<file path="config.mk">
export PLATFORM = sky130hd
export DESIGN_NAME = mem_access_ctrl
export DESIGN_NICKNAME = d
export VERILOG_FILES = /design/src/rtl/mem_access_ctrl_pkg.sv /design/src/rtl/mem_access_ctrl_strobe_timer.sv /design/src/rtl/mem_access_ctrl.sv
export SDC_FILE = /design/constraint.sdc
export NUM_CORES = 1
export LEC_CHECK = 0
export CAP_MARGIN = 20
export CORE_ASPECT_RATIO = 1.25
export CORE_MARGIN = 2
export CORE_UTILIZATION = 43
export CTS_BUF_LIST = sky130_fd_sc_hd__clkbuf_4
export CTS_CLUSTER_DIAMETER = 50
export DETAILED_ROUTE_END_ITERATION = 7
export GPL_ROUTABILITY_DRIVEN = 1
export MAX_ROUTING_LAYER = met4
export PLACE_DENSITY = 0.82
export SYNTH_ARGS = -nofsm -noshare
export SYNTH_HDL_FRONTEND = slang
export SYNTH_HIERARCHICAL = 1
export SYNTH_SLANG_ARGS = --single-unit
</file>
<file path="constraint.sdc">
create_clock -name clk -period 3.35 [get_ports clk]
set_input_delay 0.67 -clock clk [delete_from_list [all_inputs] [get_ports clk]]
set_output_delay 0.67 -clock clk [all_outputs]
set_load 0.01 [all_outputs]
</file>
<file path="src/rtl/mem_access_ctrl_pkg.sv">
// Shared definitions for the CPU-side RAM initiator.
// Contents: RAM geometry reused by the RAM and the datapath, the 2-bit
// controller state encodings, and the legal strobe-dwell limit.
package mem_access_ctrl_pkg;

    localparam int MEM_DATA_W = 32;
    localparam int MEM_ADDR_W = 8;

    // Longest strobe dwell the controller accepts, in clock cycles.
    localparam int STROBE_MAX = 15;

    localparam logic [1:0] S_IDLE   = 2'd0;
    localparam logic [1:0] S_SETUP  = 2'd1;
    localparam logic [1:0] S_STROBE = 2'd2;
    localparam logic [1:0] S_DONE   = 2'd3;

    typedef enum logic [1:0] {
        ST_IDLE   = S_IDLE,
        ST_SETUP  = S_SETUP,
        ST_STROBE = S_STROBE,
        ST_DONE   = S_DONE
    } state_e;

endpackage

</file>
<file path="src/rtl/mem_access_ctrl_strobe_timer.sv">
// strobe_timer: loadable down-counter that times the RAM strobe dwell.
// Ports:
//   clk        rising-edge clock
//   clr        asynchronous active-high reset (count -> 0)
//   i_load     load i_load_val on the next edge (wins over i_dec)
//   i_load_val value to load
//   i_dec      decrement on the next edge; holds at zero
//   o_zero     high while the count is zero
module strobe_timer #(
    parameter int CNT_W = 4
) (
    input  logic             clk,
    input  logic             clr,
    input  logic             i_load,
    input  logic [CNT_W-1:0] i_load_val,
    input  logic             i_dec,
    output logic             o_zero
);

    localparam logic [CNT_W-1:0] CNT_ONE  = CNT_W'(1);
    localparam logic [CNT_W-1:0] CNT_ZERO = CNT_W'(0);

    logic [CNT_W-1:0] r_count;

    // Count register: load has priority, decrement saturates at zero.
    always_ff @(posedge clk or posedge clr) begin
        if (clr) begin
            r_count <= CNT_ZERO;
        end else if (i_load) begin
            r_count <= i_load_val;
        end else if (i_dec && (r_count != CNT_ZERO)) begin
            r_count <= r_count - CNT_ONE;
        end else begin
            r_count <= r_count;
        end
    end

    assign o_zero = (r_count == CNT_ZERO);

endmodule

</file>
<file path="src/rtl/mem_access_ctrl.sv">
// mem_access_ctrl: CPU-side initiator for the word RAM. Takes one read or
// write request at a time, holds address/data stable, issues a clean strobe
// of STROBE_CYCLES cycles, captures read data and pulses done.
// Ports:
//   clk, clr            clock, asynchronous active-high reset
//   req, we, addr, wdata request from the control unit (sampled in IDLE)
//   busy                high whenever the controller is not IDLE
//   done                one-cycle completion pulse
//   rdata               last word read; held between reads
//   ram_address, ram_data_in, ram_write, ram_read  to the RAM
//   ram_data_out        from the RAM
// All outputs come straight from registers.
module mem_access_ctrl
    import mem_access_ctrl_pkg::*;
#(
    parameter int DATA_W        = MEM_DATA_W,
    parameter int ADDR_W        = MEM_ADDR_W,
    parameter int STROBE_CYCLES = 1,
    parameter int CNT_W         = 4
) (
    input  logic              clk,
    input  logic              clr,
    input  logic              req,
    input  logic              we,
    input  logic [ADDR_W-1:0] addr,
    input  logic [DATA_W-1:0] wdata,
    output logic              busy,
    output logic              done,
    output logic [DATA_W-1:0] rdata,
    output logic [ADDR_W-1:0] ram_address,
    output logic [DATA_W-1:0] ram_data_in,
    output logic              ram_write,
    output logic              ram_read,
    input  logic [DATA_W-1:0] ram_data_out
);

    if ((STROBE_CYCLES < 1) || (STROBE_CYCLES > STROBE_MAX)) begin : g_bad_strobe
        $error("mem_access_ctrl: STROBE_CYCLES=%0d outside 1..%0d", STROBE_CYCLES, STROBE_MAX);
    end

    if (STROBE_CYCLES > ((1 << CNT_W) - 1)) begin : g_bad_cnt_w
        $error("mem_access_ctrl: CNT_W=%0d cannot hold STROBE_CYCLES=%0d", CNT_W, STROBE_CYCLES);
    end

    // Counter starts at dwell-1 so the strobe drops on the edge it reads zero.
    localparam logic [CNT_W-1:0] LOAD_VAL = CNT_W'(STROBE_CYCLES - 1);

    state_e              r_state;
    state_e              w_next_state;
    logic                r_op_we;
    logic                r_busy;
    logic                r_done;
    logic [DATA_W-1:0]   r_rdata;
    logic [ADDR_W-1:0]   r_ram_address;
    logic [DATA_W-1:0]   r_ram_data_in;
    logic                r_ram_write;
    logic                r_ram_read;
    logic                w_load;
    logic                w_dec;
    logic                w_cnt_zero;
    logic                w_accept;
    logic                w_capture;

    strobe_timer #(
        .CNT_W (CNT_W)
    ) u_strobe_timer (
        .clk        (clk),
        .clr        (clr),
        .i_load     (w_load),
        .i_load_val (LOAD_VAL),
        .i_dec      (w_dec),
        .o_zero     (w_cnt_zero)
    );

    // Next-state and timer control.
    always_comb begin
        w_next_state = r_state;
        w_load       = 1'b0;
        w_dec        = 1'b0;
        case (r_state)
            ST_IDLE: begin
                if (req) begin
                    w_next_state = ST_SETUP;
                end else begin
                    w_next_state = ST_IDLE;
                end
            end
            ST_SETUP: begin
                w_next_state = ST_STROBE;
                w_load       = 1'b1;
            end
            ST_STROBE: begin
                w_dec = 1'b1;
                if (w_cnt_zero) begin
                    w_next_state = ST_DONE;
                end else begin
                    w_next_state = ST_STROBE;
                end
            end
            ST_DONE: begin
                w_next_state = ST_IDLE;
            end
            default: begin
                w_next_state = ST_IDLE;
            end
        endcase
    end

    assign w_accept  = (r_state == ST_IDLE) && req;
    assign w_capture = (r_state == ST_STROBE) && w_cnt_zero && !r_op_we;

    // State and output registers; outputs are decoded from the next state so
    // they line up with the state they describe without any output glitching.
    always_ff @(posedge clk or posedge clr) begin
        if (clr) begin
            r_state       <= ST_IDLE;
            r_op_we       <= 1'b0;
            r_busy        <= 1'b0;
            r_done        <= 1'b0;
            r_rdata       <= '0;
            r_ram_address <= '0;
            r_ram_data_in <= '0;
            r_ram_write   <= 1'b0;
            r_ram_read    <= 1'b0;
        end else begin
            r_state     <= w_next_state;
            r_busy      <= (w_next_state != ST_IDLE);
            r_done      <= (w_next_state == ST_DONE);
            r_ram_write <= (w_next_state == ST_STROBE) && r_op_we;
            r_ram_read  <= (w_next_state == ST_STROBE) && !r_op_we;
            // Address/data only move at acceptance, never under a strobe.
            if (w_accept) begin
                r_op_we       <= we;
                r_ram_address <= addr;
                r_ram_data_in <= wdata;
            end else begin
                r_op_we       <= r_op_we;
                r_ram_address <= r_ram_address;
                r_ram_data_in <= r_ram_data_in;
            end
            if (w_capture) begin
                r_rdata <= ram_data_out;
            end else begin
                r_rdata <= r_rdata;
            end
        end
    end

    assign busy        = r_busy;
    assign done        = r_done;
    assign rdata       = r_rdata;
    assign ram_address = r_ram_address;
    assign ram_data_in = r_ram_data_in;
    assign ram_write   = r_ram_write;
    assign ram_read    = r_ram_read;

endmodule
</file>
---- Word level (Yosys, flattened, before mapping) ----
Index checks and enable logic that the tools add are counted.
word-level totals
  register bits after elaboration ......... 83
  input bits .............................. 76
  output and inout bits ................... 76
  word-level logic and storage cells ...... 35
cells by class
  add/subtract/negate cells ............... 1
  eq/ne operators ......................... 5
  mux-type cells .......................... 7
  reduce and logical (&&, ||, !) cells .... 12
operator list
  cell                   count
  $eq A2 B2 Y1 const B   4
  $mux W4                2
  $pmux W2 S4            1
  $logic_and A1 B1 Y1    6
  $logic_not A4 Y1       1
  $mux W1                4
  $reduce_bool A2 Y1     2
  $reduce_bool A4 Y1     1
  $sub A4 B1 Y4 const B  1
  $eq A2 B1 Y1 const B   1
  $logic_not A2 Y1       1
  $logic_not A1 Y1       1

---- Logic depth before layout (Yosys ltp) ----
Gate-level depths: netlist of the first run.
  word-level depth ........................ 5
  mapped depth ............................ 7
  mapped depth without buffers ............ 6

---- Cells and area by module ----
Netlist of the first run, hierarchy kept.
by module, submodules not included
  module           instances  cells each  area each (um^2)  seq. area each (um^2)
  mem_access_ctrl  1          179         3115.5            1976.9
  strobe_timer     1          28          261.5             100.1

---- Worst setup path before layout of the first run ----
No wires, ideal clock.
  path type ............................... register to register
  start point ............................. reg u_strobe_timer.r_count[0]
  end point ............................... reg r_rdata[0], in the netlist rdata[0]
  setup time .............................. 0.125 ns
  data arrival time ....................... 1.723 ns
  data required time ...................... 3.225 ns
  setup slack ............................. 1.502 ns
  stages on the path, launching flop included .. 8
  buffers on the path ..................... 1
  clock period less this slack ............ 1.848 ns
  cell sequence ........................... dfrtp_1 -> inv_1 -> ha_1 -> or3b_4 -> inv_1 -> nand3b_4 -> buf_6 -> mux2_4
on the way
  word-level cells in the longest chain between the ends .. 3
ends and longest elaborated chain
  item                              line                                RTL
  start, declared                   mem_access_ctrl_strobe_timer.sv:23  logic [CNT_W-1:0] r_count;
  start signal, assigned            mem_access_ctrl_strobe_timer.sv:30  r_count <= i_load_val;
  start signal, assigned            mem_access_ctrl_strobe_timer.sv:32  r_count <= r_count - CNT_ONE;
  start signal, assigned            mem_access_ctrl_strobe_timer.sv:34  r_count <= r_count;
  $logic_not A4 Y1                  mem_access_ctrl_strobe_timer.sv:38  assign o_zero = (r_count == CNT_ZERO);
  via w_cnt_zero                    mem_access_ctrl.sv:60               logic w_cnt_zero;
  $logic_and A1 B1 Y1 (2 in a row)  mem_access_ctrl.sv:110              assign w_capture = (r_state == ST_STROBE) && w_cnt_zero && !r_op_we;
  end signal, assigned              mem_access_ctrl.sv:142              r_rdata <= ram_data_out;
  end signal, assigned              mem_access_ctrl.sv:144              r_rdata <= r_rdata;
  end, declared                     mem_access_ctrl.sv:53               logic [DATA_W-1:0] r_rdata;
The timed path passes the listed nets, and every way through them passes these cells.
A chain may end at the register's enable or synchronous reset.

---- Final worst setup path of the first run ----
  start point ............................. reg u_strobe_timer.r_count[0]
  end point ............................... reg r_rdata[15], in the netlist rdata[15]
Same word-level chain as after synthesis.

==> metrics.txt, run 1 <==
# TYPE chip_impl_metric gauge
chip_impl_metric{name="drive_above_1_share",unit="%"} 26.54
chip_impl_info{name="critical_path_cell_by_cell",value="inv_1 -> ha_1 -> or3b_4 -> inv_1 -> nand3b_4 -> mux2_4"} 1
chip_impl_info{name="critPathKind",value="reg2reg"} 1
chip_impl_metric{name="area_growth_syn_to_layout",unit="%"} 52.95
chip_impl_metric{name="multi_input_comb_area",unit="um2"} 1230
chip_impl_metric{name="ff_latch_area",unit="um2"} 2077
chip_impl_metric{name="power_per_cell_area",unit="nW/um2"} 916.2
chip_impl_metric{name="postSynthCellCount",unit=""} 207
chip_impl_info{name="cts_root_buf",value="clkbuf_4"} 1
chip_impl_info{name="cp-end-kind",value="flop"} 1
chip_impl_metric{name="worst_setup_hold_path_clk_slew",unit="ns"} 0.13
chip_impl_info{name="reg2reg_from",value="u_strobe_timer/r_count[0]"} 1
chip_impl_metric{name="synth-xor-area-share",unit="%"} 0
chip_impl_metric{name="synth_edf_count",unit=""} 0
chip_impl_info{name="synthDominantAreaCellType",value="dfrtp_1"} 1
chip_impl_metric{name="synth.mux.area_fraction",unit="%"} 27.68
chip_impl_metric{name="min_period",unit="ns"} 2.365
chip_impl_info{name="worst_setup_path_startpoint",value="u_strobe_timer/r_count[0]"} 1
chip_impl_metric{name="cts_inserted_buffers",unit=""} 9
chip_impl_metric{name="cap_viol_max_count",unit=""} 0
chip_impl_metric{name="detailedRoute.firstPassIterationCount",unit=""} 4
chip_impl_metric{name="cts_buffer_depth",unit=""} 2
chip_impl_metric{name="achievable-frequency",unit="MHz"} 422.8
chip_impl_info{name="cts_tree",value="done"} 1
chip_impl_info{name="synth_top_cells_by_area",value="dfrtp_1 62%, mux2_2 14%, mux2_4 13%"} 1
chip_impl_metric{name="first_pass_grt_wire_length",unit="um"} 11340
chip_impl_metric{name="clock_insertion_delay_worst_skew",unit="ns"} 0.42
chip_impl_info{name="sort_of_element_at_the_start_of_the_critical_path",value="flop"} 1
chip_impl_metric{name="post_synth_instance_area",unit="um2"} 3377
chip_impl_metric{name="layout_worst_path_cycle_share",unit="%"} 70.60
chip_impl_metric{name="clkSinkCount",unit=""} 83
chip_impl_metric{name="setup_viol",unit=""} 0
chip_impl_metric{name="number_of_cells_on_the_worst_reg_to_reg_path",unit=""} 6
chip_impl_metric{name="dpl.hpwl",unit="um"} 5380
chip_impl_metric{name="dpl.cell_count",unit=""} 451
chip_impl_metric{name="reg2reg_slack",unit="ns"} 0.98
chip_impl_metric{name="postCtsResizedCells",unit=""} 0
chip_impl_metric{name="irDropWorstVdd",unit="uV"} 466.4
chip_impl_info{name="rsz0062_at_grt",value="false"} 1
chip_impl_metric{name="synth_compound_gate_area_share",unit="%"} 1.778
chip_impl_metric{name="syn_area_per_cell",unit="um2"} 16.31
chip_impl_info{name="min_path_type",value="in2async"} 1
chip_impl_metric{name="port_buffers",unit=""} 151
chip_impl_metric{name="synthAdderAreaFrac",unit="%"} 1.853
chip_impl_metric{name="antenna-diode-count",unit=""} 0
chip_impl_metric{name="critical_path_data_arrival_time",unit="ns"} 2.67
chip_impl_metric{name="ratio_of_routed_vias_to_standard_cells",unit=""} 4.835
chip_impl_metric{name="first_global_vias",unit=""} 2329
chip_impl_metric{name="cpPeakStageDelay",unit="ns"} 0.49
chip_impl_metric{name="grt_antenna_before_repair",unit=""} 0
chip_impl_metric{name="final_standard_cell_count_with_taps_included_and_fillers_excluded",unit=""} 468
chip_impl_metric{name="synth_top_area_share",unit="%"} 61.50
chip_impl_metric{name="crit_fanout",unit=""} 32
chip_impl_metric{name="design.core.area",unit="um2"} 7702
chip_impl_metric{name="antenna_violating_nets_post_route",unit=""} 0
chip_impl_metric{name="die_h",unit="um"} 103.1
chip_impl_metric{name="post-route-drc-count",unit=""} 0
chip_impl_metric{name="cts_hold_buffers",unit=""} 0
chip_impl_info{name="r2r-end",value="rdata[15]"} 1
chip_impl_metric{name="rows",unit=""} 36
chip_impl_metric{name="wl_cell",unit="um"} 15.48
chip_impl_metric{name="die-width",unit="um"} 83.27
chip_impl_metric{name="finClkSkew",unit="ns"} 0.02152
chip_impl_metric{name="final.setup.tns",unit="ns"} 0
chip_impl_metric{name="drt_iter0_drc",unit=""} 64
chip_impl_metric{name="simple_logic_cell_fraction_of_the_synthesized_area",unit="%"} 4.594
chip_impl_metric{name="dieArea",unit="um2"} 8583
chip_impl_info{name="synth_top_family_by_area",value="multiplexers"} 1
chip_impl_metric{name="routed_wirelength",unit="um"} 7243
chip_impl_info{name="dominantRegCellSynth",value="dfrtp_1"} 1
chip_impl_metric{name="postSynthRegisterBits",unit=""} 83
chip_impl_metric{name="total_leakage_power",unit="nW"} 2.320
chip_impl_metric{name="ios",unit=""} 152
chip_impl_metric{name="ys_async_sr_fraction",unit="%"} 100.0
chip_impl_metric{name="maximum_number_of_pins_on_one_net_before_global_route_repair",unit=""} 58
chip_impl_metric{name="synthDistinctLibCells",unit=""} 29
chip_impl_metric{name="final-hold-violation-count",unit=""} 0
chip_impl_metric{name="initial_core_util",unit="%"} 43.84
chip_impl_metric{name="overflow",unit=""} 0
chip_impl_metric{name="crit_required",unit="ns"} 3.65
chip_impl_metric{name="number_of_buffers_inserted_to_repair_setup_after_cts",unit=""} 0
chip_impl_metric{name="final.fill_count",unit=""} 564
chip_impl_metric{name="report.final.slew_viol_count",unit=""} 0
chip_impl_metric{name="worst-slew-pin-transition",unit="ns"} 0.6326
chip_impl_metric{name="num_vias",unit=""} 2263
chip_impl_info{name="critical_path.most_common_cell",value="inv_1"} 1
chip_impl_metric{name="synth.yosys.seq_area_share",unit="%"} 61.50
chip_impl_info{name="run_status",value="completed"} 1
chip_impl_info{name="worst_path_max_delay_cell",value="nand3b_4"} 1
chip_impl_metric{name="synth-warning-count",unit=""} 6
chip_impl_metric{name="groute.usage.overall",unit="%"} 17.46
chip_impl_metric{name="h-tree-depth",unit=""} 3
chip_impl_metric{name="finish.net_count",unit=""} 449
chip_impl_metric{name="routabilityCongestion",unit=""} 0.7726
chip_impl_metric{name="slew_headroom",unit="%"} 57.83
==> kinds of logic after synthesis <==
logic type / count (synthesis)
flops: 83
simple gates: 21
compound gates: 9
mux: 73
buf+inv: 15
fa+ha+maj: 5
other cells: 1
==> how the worst max path moves through the flow <==
stage,end
floorplan,busy
global placement,ram_data_in[15]
detailed placement,ram_data_in[25]
CTS,rdata[15]
global route,rdata[21]
finish,rdata[15]
==> critical path, delay by kind of cell (launching register included) <==
kind / cells / cell delay [ns]
adders and majority gates: 1 / 0.20
DFF: 1 / 0.41
buffers and inverters: 2 / 0.24
and+or+nand+nor: 2 / 0.91
muxes: 1 / 0.48
==> where the power goes <==
part           internal, mW  switching [mW]
Clock                 0.239           0.355
Sequential             1.51           0.275
Combinational          1.53           0.822
==> stage by stage <==
| stage | area [um2] | power [mW] | hold slack [ns] | setup slack (ns) | utilization [%] |
|---|---|---|---|---|---|
| 3_5_place_dp | 4987 | 4.178 | 0.4901 | 0.9745 | 64.75 |
| 5_1_grt | 5165 | 5.040 | 0.4669 | 0.8578 | 67.06 |
| 4_1_cts | 5137 | 4.796 | 0.4856 | 0.9746 | 66.70 |
| 6_report | 5165 | 4.732 | 0.4766 | 0.9849 | 67.06 |
| 2_1_floorplan | 3388 | 2.961 | 0.4361 | 0.6566 | - |
| 3_3_place_gp | 4987 | 4.115 | 0.4865 | 0.9940 | 64.75 |
==> synthesized netlist by cell type (2+ instances only) <==
| cell | number |
|---|---|
| nand2_1 | 7 |
| ha_1 | 5 |
| mux2_2 | 43 |
| buf_6 | 3 |
| buf_2 | 4 |
| a21oi_1 | 3 |
| inv_1 | 7 |
| dfrtp_1 | 83 |
| nor3_1 | 2 |
| o21ai_1 | 2 |
| mux2_4 | 30 |
==> state kept, by name, summed over array words and instances (netlist names) <==
| name | cells |
|---|---|
| r_op_we | 1 |
| ram_write | 1 |
| ram_read | 1 |
| r_state | 2 |
| busy | 1 |
| ram_address | 8 |
| rdata | 32 |
| done | 1 |
| u_strobe_timer/r_count | 4 |
| ram_data_in | 32 |
==> area by class of cell <==
cell class | count | area share, %
tap | 95 | 2.301
timing repair buffer | 155 | 30.23
clock buffer | 9 | 1.308
sequential | 83 | 40.21
inverter | 7 | 0.5329
clock inverter | 7 | 1.599
multi-input combinational | 112 | 23.81
==> placed cells by master, fill, tap and decap left out, drive strengths merged, types with 2 or more instances in the layout <==
cell type	Yosys	final
a21oi	3	3
clkdlybuf4s50	0	151
clkbuf	1	9
buf	7	4
mux2	73	73
inv	7	9
nand2	7	7
clkinv	0	2
clkinvlp	0	2
conb	1	4
nor3	2	2
nand3b	2	2
nor4b	2	2
o21ai	2	2
dfrtp	83	83
ha	5	5
==> metal layers <==
layer / vias up / track usage (%) / share of wire [%]
met5: - / - / 0
met2: 111 / 26.92 / 50
met4: 0 / 11.10 / 4.3
li1: 1046 / - / -
met3: 23 / 3.283 / 6.3
met1: 1083 / 21.39 / 40
Power figures use the tool's default switching activity.
==> run 2: changes to the inputs <==
Clock period 3.35 ns to 2.2 ns, I/O delays scaled along.
==> metrics.txt, run 2 (synthesized netlist as in run 1, its figures left out) <==
# TYPE chip_impl_metric gauge
chip_impl_metric{name="ios",unit=""} 152
chip_impl_metric{name="cpPeakStageDelay",unit="ns"} 0.42
chip_impl_info{name="path_delay_family",value="simple AND/OR/NAND/NOR gates"} 1
chip_impl_metric{name="die-width",unit="um"} 83.27
chip_impl_metric{name="ratio_of_routed_vias_to_standard_cells",unit=""} 4.853
chip_impl_metric{name="setup_viol",unit=""} 0
chip_impl_metric{name="groute.usage.overall",unit="%"} 17.80
chip_impl_metric{name="area_growth_syn_to_layout",unit="%"} 54.21
chip_impl_metric{name="power_per_cell_area",unit="nW/um2"} 1421
chip_impl_metric{name="post-route-drc-count",unit=""} 0
chip_impl_metric{name="detailedRoute.firstPassIterationCount",unit=""} 4
chip_impl_metric{name="critical_path_data_arrival_time",unit="ns"} 2.32
chip_impl_metric{name="rows",unit=""} 36
chip_impl_metric{name="maximum_number_of_pins_on_one_net_before_global_route_repair",unit=""} 69
chip_impl_metric{name="number_of_buffers_inserted_to_repair_setup_after_cts",unit=""} 0
chip_impl_metric{name="achievable-frequency",unit="MHz"} 492.3
chip_impl_metric{name="drive_above_1_share",unit="%"} 26.54
chip_impl_metric{name="layout_worst_path_cycle_share",unit="%"} 92.33
chip_impl_metric{name="dieArea",unit="um2"} 8583
chip_impl_info{name="critical_path_cell_by_cell",value="inv_1 -> ha_1 -> or3b_4 -> inv_1 -> nand3b_4 -> buf_12 -> mux2_4"} 1
chip_impl_metric{name="final-hold-violation-count",unit=""} 0
chip_impl_info{name="most_frequent_standard_cell_in_the_layout_excluding_fill_and_tap_cells",value="clkdlybuf4s50_1"} 1
chip_impl_metric{name="initial_core_util",unit="%"} 43.84
chip_impl_metric{name="first_global_vias",unit=""} 2369
chip_impl_metric{name="worst_setup_hold_path_clk_slew",unit="ns"} 0.14
chip_impl_info{name="critical_path.most_common_cell",value="inv_1"} 1
chip_impl_metric{name="final.setup.tns",unit="ns"} 0
chip_impl_metric{name="routed_wirelength",unit="um"} 7381
chip_impl_metric{name="finish.net_count",unit=""} 449
chip_impl_info{name="most-common-layout-cells",value="151 x clkdlybuf4s50_1, 83 x dfrtp_1, 43 x mux2_2, 30 x mux2_4, 9 x clkbuf_4"} 1
chip_impl_metric{name="design.core.area",unit="um2"} 7702
chip_impl_metric{name="total_leakage_power",unit="nW"} 2.339
chip_impl_metric{name="report.final.slew_viol_count",unit=""} 0
chip_impl_metric{name="crit_buf_inv",unit=""} 3
chip_impl_info{name="worst_path_max_delay_cell",value="dfrtp_1"} 1
chip_impl_metric{name="cap_viol_max_count",unit=""} 0
chip_impl_metric{name="crit_fanout",unit=""} 32
chip_impl_metric{name="overflow",unit=""} 0
chip_impl_metric{name="antenna-diode-count",unit=""} 0
chip_impl_metric{name="finClkSkew",unit="ns"} 0.03451
chip_impl_info{name="cts_tree",value="done"} 1
chip_impl_metric{name="final.hold.worst_slack",unit="ns"} 0.2977
chip_impl_metric{name="die_h",unit="um"} 103.1
chip_impl_metric{name="antenna_violating_nets_post_route",unit=""} 0
chip_impl_metric{name="first_pass_grt_wire_length",unit="um"} 11700
chip_impl_metric{name="irDropWorstVdd",unit="uV"} 717.0
chip_impl_metric{name="reg2reg_slack",unit="ns"} 0.17
chip_impl_metric{name="num_vias",unit=""} 2271
chip_impl_info{name="cp-end-kind",value="flop"} 1
chip_impl_metric{name="clock_insertion_delay_worst_skew",unit="ns"} 0.42
chip_impl_metric{name="clkSinkCount",unit=""} 83
chip_impl_info{name="min_path_type",value="in2async"} 1
chip_impl_info{name="cts_root_buf",value="clkbuf_4"} 1
chip_impl_metric{name="drt_iter0_drc",unit=""} 73
chip_impl_metric{name="dpl.hpwl",unit="um"} 5520
chip_impl_metric{name="postCtsResizedCells",unit=""} 0
chip_impl_metric{name="routabilityCongestion",unit=""} 0.7508
chip_impl_metric{name="cts_inserted_buffers",unit=""} 9
chip_impl_info{name="run_status",value="completed"} 1
chip_impl_metric{name="cts_buffer_depth",unit=""} 2
chip_impl_info{name="critPathKind",value="reg2reg"} 1
chip_impl_metric{name="min_period",unit="ns"} 2.031
chip_impl_metric{name="crit_required",unit="ns"} 2.49
chip_impl_metric{name="wl_cell",unit="um"} 15.77
chip_impl_metric{name="port_buffers",unit=""} 151
chip_impl_info{name="sort_of_element_at_the_start_of_the_critical_path",value="flop"} 1
chip_impl_info{name="rsz0062_at_grt",value="false"} 1
chip_impl_metric{name="cts_hold_buffers",unit=""} 0
chip_impl_metric{name="h-tree-depth",unit=""} 3
chip_impl_metric{name="grt_antenna_before_repair",unit=""} 0
-- run 2: layer usage --
layer	vias up	track usage (%)	part of all wire, %
li1	1045	-	-
met1	1103	21.90	41
met2	111	28.29	50
met3	12	5.444	6.9
met4	0	6.053	1.3
met5	-	-	0
-- run 2: metrics by stage --
step | area, um2 | power, mW | util, % | worst slack, ns | std cells
after floorplan | 3392 | 4.509 | - | 0.3516 | 210
after global placement | 5035 | 6.281 | 65.37 | 0.2847 | 452
after detailed placement | 5035 | 6.426 | 65.37 | 0.1994 | 452
after CTS | 5207 | 7.486 | 67.61 | 0.1789 | 468
after global routing | 5207 | 7.860 | 67.61 | 0.05449 | 468
final | 5207 | 7.399 | 67.61 | 0.1687 | 468
-- run 2: final timing paths --
kind	startpoint	end	depth (start not counted)
setup reg to reg	u_strobe_timer/r_count[0]	rdata[28]	7
setup / recovery	u_strobe_timer/r_count[0]	rdata[28]	7
min in group clk	r_op_we	ram_read	1
hold / removal	clr	u_strobe_timer/r_count[3]	2
max in group asynchronous	clr	rdata[11]	3
hold reg to reg	r_op_we	ram_read	1
-- run 2: area by class of cell --
cell class              count  area [um2]
multi-input cells         112        1230
clock buffers               9       67.56
repair buffers            155        1579
clock inverters             7       105.1
fillers                   567        2495
flip-flops and latches     83        2077
inverters                   7       30.03
well taps                  95       118.9
-- run 2: where the power goes --
group	internal, mW	switching, mW
sequential	2.30	0.421
clock	0.481	0.557
combinational	2.36	1.28
==> run 3: changes to the inputs <==
Settings changed: CORE_UTILIZATION 43 to 39, PLACE_DENSITY 0.82 to 0.79, SYNTH_HIERARCHICAL 1 to default.
Clock period 2.2 ns to 1.8 ns, I/O delays scaled along.
==> metrics.txt, run 3 <==
# TYPE chip_impl_metric gauge
chip_impl_metric{name="min_period",unit="ns"} 1.729
chip_impl_metric{name="reg2reg_slack",unit="ns"} 0.09
chip_impl_metric{name="dieArea",unit="um2"} 9434
chip_impl_info{name="reg2reg_from",value="r_state[0]"} 1
chip_impl_info{name="critical_path_cell_by_cell",value="clkdlybuf4s50_1"} 1
chip_impl_metric{name="antenna_violating_nets_post_route",unit=""} 0
chip_impl_metric{name="overflow",unit=""} 0
chip_impl_info{name="worst_path_max_delay_cell",value="clkdlybuf4s50_1"} 1
chip_impl_metric{name="finish.net_count",unit=""} 443
chip_impl_info{name="synthDominantAreaCellType",value="dfrtp_1"} 1
chip_impl_metric{name="num_vias",unit=""} 2181
chip_impl_metric{name="maximum_number_of_pins_on_one_net_before_global_route_repair",unit=""} 68
chip_impl_metric{name="post_synth_instance_area",unit="um2"} 3381
chip_impl_metric{name="irDropWorstVdd",unit="uV"} 751.4
chip_impl_metric{name="cap_viol_max_count",unit=""} 0
chip_impl_metric{name="ys_async_sr_fraction",unit="%"} 100.0
chip_impl_info{name="dominantRegCellSynth",value="dfrtp_1"} 1
chip_impl_metric{name="cpPeakStageDelay",unit="ns"} 0.57
chip_impl_info{name="path_delay_family",value="buffers and inverters"} 1
chip_impl_metric{name="report.final.slew_viol_count",unit=""} 0
chip_impl_metric{name="die-width",unit="um"} 87.28
chip_impl_metric{name="crit_required",unit="ns"} 1.44
chip_impl_metric{name="port_buffers",unit=""} 151
chip_impl_info{name="cts_root_buf",value="clkbuf_4"} 1
chip_impl_metric{name="final.hold.worst_slack",unit="ns"} 0.3305
chip_impl_metric{name="worst-slew-pin-transition",unit="ns"} 0.3721
chip_impl_metric{name="first_global_vias",unit=""} 2327
chip_impl_metric{name="slew_headroom",unit="%"} 74.84
chip_impl_info{name="r2r-end",value="rdata[30]"} 1
chip_impl_metric{name="crit_fanout",unit=""} 2
chip_impl_metric{name="worst_setup_hold_path_clk_slew",unit="ns"} 0.13
chip_impl_metric{name="cts_hold_buffers",unit=""} 0
chip_impl_metric{name="final-hold-violation-count",unit=""} 0
chip_impl_info{name="run_status",value="completed"} 1
chip_impl_metric{name="design.core.area",unit="um2"} 8558
chip_impl_metric{name="syn_area_per_cell",unit="um2"} 16.82
chip_impl_metric{name="detailedRoute.firstPassIterationCount",unit=""} 4
chip_impl_info{name="most_frequent_standard_cell_in_the_layout_excluding_fill_and_tap_cells",value="clkdlybuf4s50_1"} 1
chip_impl_info{name="critPathKind",value="reg2out"} 1
chip_impl_metric{name="cts_inserted_buffers",unit=""} 9
chip_impl_info{name="rsz0062_at_grt",value="false"} 1
chip_impl_metric{name="routed_wirelength",unit="um"} 7215
chip_impl_info{name="sort_of_element_at_the_start_of_the_critical_path",value="flop"} 1
chip_impl_metric{name="rows",unit=""} 38
chip_impl_info{name="min_path_type",value="in2async"} 1
chip_impl_metric{name="drive_above_1_share",unit="%"} 28.42
chip_impl_metric{name="number_of_cells_on_the_worst_reg_to_reg_path",unit=""} 6
chip_impl_info{name="synth.most_common_cell",value="dfrtp_1"} 1
chip_impl_metric{name="postSynthRegisterBits",unit=""} 83
chip_impl_metric{name="synth_edf_count",unit=""} 0
chip_impl_metric{name="antenna-diode-count",unit=""} 0
chip_impl_metric{name="setup_viol",unit=""} 0
chip_impl_metric{name="routabilityCongestion",unit=""} 0.8353
chip_impl_metric{name="ios",unit=""} 152
chip_impl_metric{name="synthDistinctLibCells",unit=""} 20
chip_impl_metric{name="synth-warning-count",unit=""} 0
chip_impl_info{name="most-common-layout-cells",value="150 x clkdlybuf4s50_1, 83 x dfrtp_1, 45 x mux2_2, 30 x mux2_4, 11 x clkbuf_4"} 1
chip_impl_metric{name="first_pass_grt_wire_length",unit="um"} 11250
chip_impl_metric{name="cts_buffer_depth",unit=""} 2
chip_impl_metric{name="finClkSkew",unit="ns"} 0.01025
chip_impl_metric{name="synthesis.nets",unit=""} 283
chip_impl_metric{name="initial_core_util",unit="%"} 39.50
chip_impl_metric{name="total_leakage_power",unit="nW"} 2.237
chip_impl_metric{name="drt_iter0_drc",unit=""} 83
chip_impl_metric{name="groute.usage.overall",unit="%"} 16.21
chip_impl_metric{name="number_of_buffers_inserted_to_repair_setup_after_cts",unit=""} 0
chip_impl_metric{name="ratio_of_routed_vias_to_standard_cells",unit=""} 4.680
chip_impl_metric{name="clock_insertion_delay_worst_skew",unit="ns"} 0.43
chip_impl_info{name="cts_tree",value="done"} 1
chip_impl_metric{name="power_per_cell_area",unit="nW/um2"} 1709
chip_impl_metric{name="synth_top_area_share",unit="%"} 61.44
chip_impl_metric{name="h-tree-depth",unit=""} 3
chip_impl_info{name="synth_top_cells_by_area",value="dfrtp_1 61%, mux2_2 15%, mux2_4 13%"} 1
chip_impl_metric{name="area_growth_syn_to_layout",unit="%"} 53.00
chip_impl_metric{name="postSynthCellCount",unit=""} 201
chip_impl_metric{name="dpl.hpwl",unit="um"} 5242
chip_impl_metric{name="critical_path_data_arrival_time",unit="ns"} 1.37
chip_impl_metric{name="post-route-drc-count",unit=""} 0
chip_impl_metric{name="grt_antenna_before_repair",unit=""} 0
chip_impl_metric{name="layout_worst_path_cycle_share",unit="%"} 96.08
chip_impl_info{name="synth_commonest_cells",value="83 x dfrtp_1, 45 x mux2_2, 30 x mux2_4"} 1
chip_impl_metric{name="clkSinkCount",unit=""} 83
chip_impl_metric{name="crit_buf_inv",unit=""} 1
chip_impl_metric{name="die_h",unit="um"} 108.1
chip_impl_info{name="cp-end-kind",value="primary output"} 1
chip_impl_metric{name="synth.yosys.seq_area_share",unit="%"} 61.44
chip_impl_metric{name="achievable-frequency",unit="MHz"} 578.2
chip_impl_metric{name="wl_cell",unit="um"} 15.48
chip_impl_metric{name="final.setup.tns",unit="ns"} 0
==> run 3: area by class of cell <==
type                    instances  area, um2
fillers                       686       3386
flip-flops and latches         83       2077
repair buffers                156       1602
multi-input cells             104       1202
well taps                     100      125.1
clock buffers                  11      82.58
clock inverters                 5      53.80
inverters                       7      30.03
==> run 3: kinds of logic after synthesis <==
family          share of synthesized area (%)
flops                                   61.44
buf+inv                                 3.146
simple gates                            3.591
compound gates                         0.9992
mux                                     28.61
fa+ha+maj                               2.221
==> run 3: per-layer routing <==
metal | GRT usage, % | routed length (um) | share of wire, % | up-vias
li1 | - | - | - | 1013
met1 | 19.35 | 3075 | 43 | 1063
met2 | 25.43 | 3531 | 49 | 93
met3 | 3.893 | 456 | 6.3 | 12
met4 | 8.242 | 151 | 2.1 | 0
met5 | - | 0 | 0 | -
==> run 3: power breakdown <==
part           internal (mW)  switching, mW
clock                  0.448          0.619
sequential              2.77          0.469
combinational           2.96           1.58
total                   6.18           2.67
==> run 3: stage by stage <==
stage | power [mW] | std cells | setup slack [ns] | util [%] | area, um2
2_1_floorplan | 5.639 | 201 | 0.1864 | - | 3385
3_3_place_gp | 7.759 | 450 | 0.1254 | 58.79 | 5031
3_5_place_dp | 7.873 | 450 | 0.07811 | 58.79 | 5031
4_1_cts | 8.967 | 466 | 0.02804 | 60.38 | 5167
5_1_grt | 9.376 | 466 | 0.006042 | 60.44 | 5172
6_report | 8.842 | 466 | 0.07052 | 60.44 | 5172
==> run 3: how the worst max path moves through the flow <==
stage	start	end	slack (ns)	depth (start not counted)
floorplan	u_strobe_timer.r_count[0]	rdata[0]	0.19	6
global placement	u_strobe_timer.r_count[0]	rdata[29]	0.13	6
detailed placement	u_strobe_timer.r_count[0]	rdata[29]	0.08	6
CTS	ram_data_in[7]	ram_data_in[7]	0.03	1
global route	r_state[0]	rdata[30]	0.006	6
finish	ram_data_in[7]	ram_data_in[7]	0.07	1
==> run 3: repair_timing <==
action                                  in CTS  in global routing
resized for setup                            0                  2
endpoints found under the hold margin        0                  0
endpoints found under the setup margin       0                 26
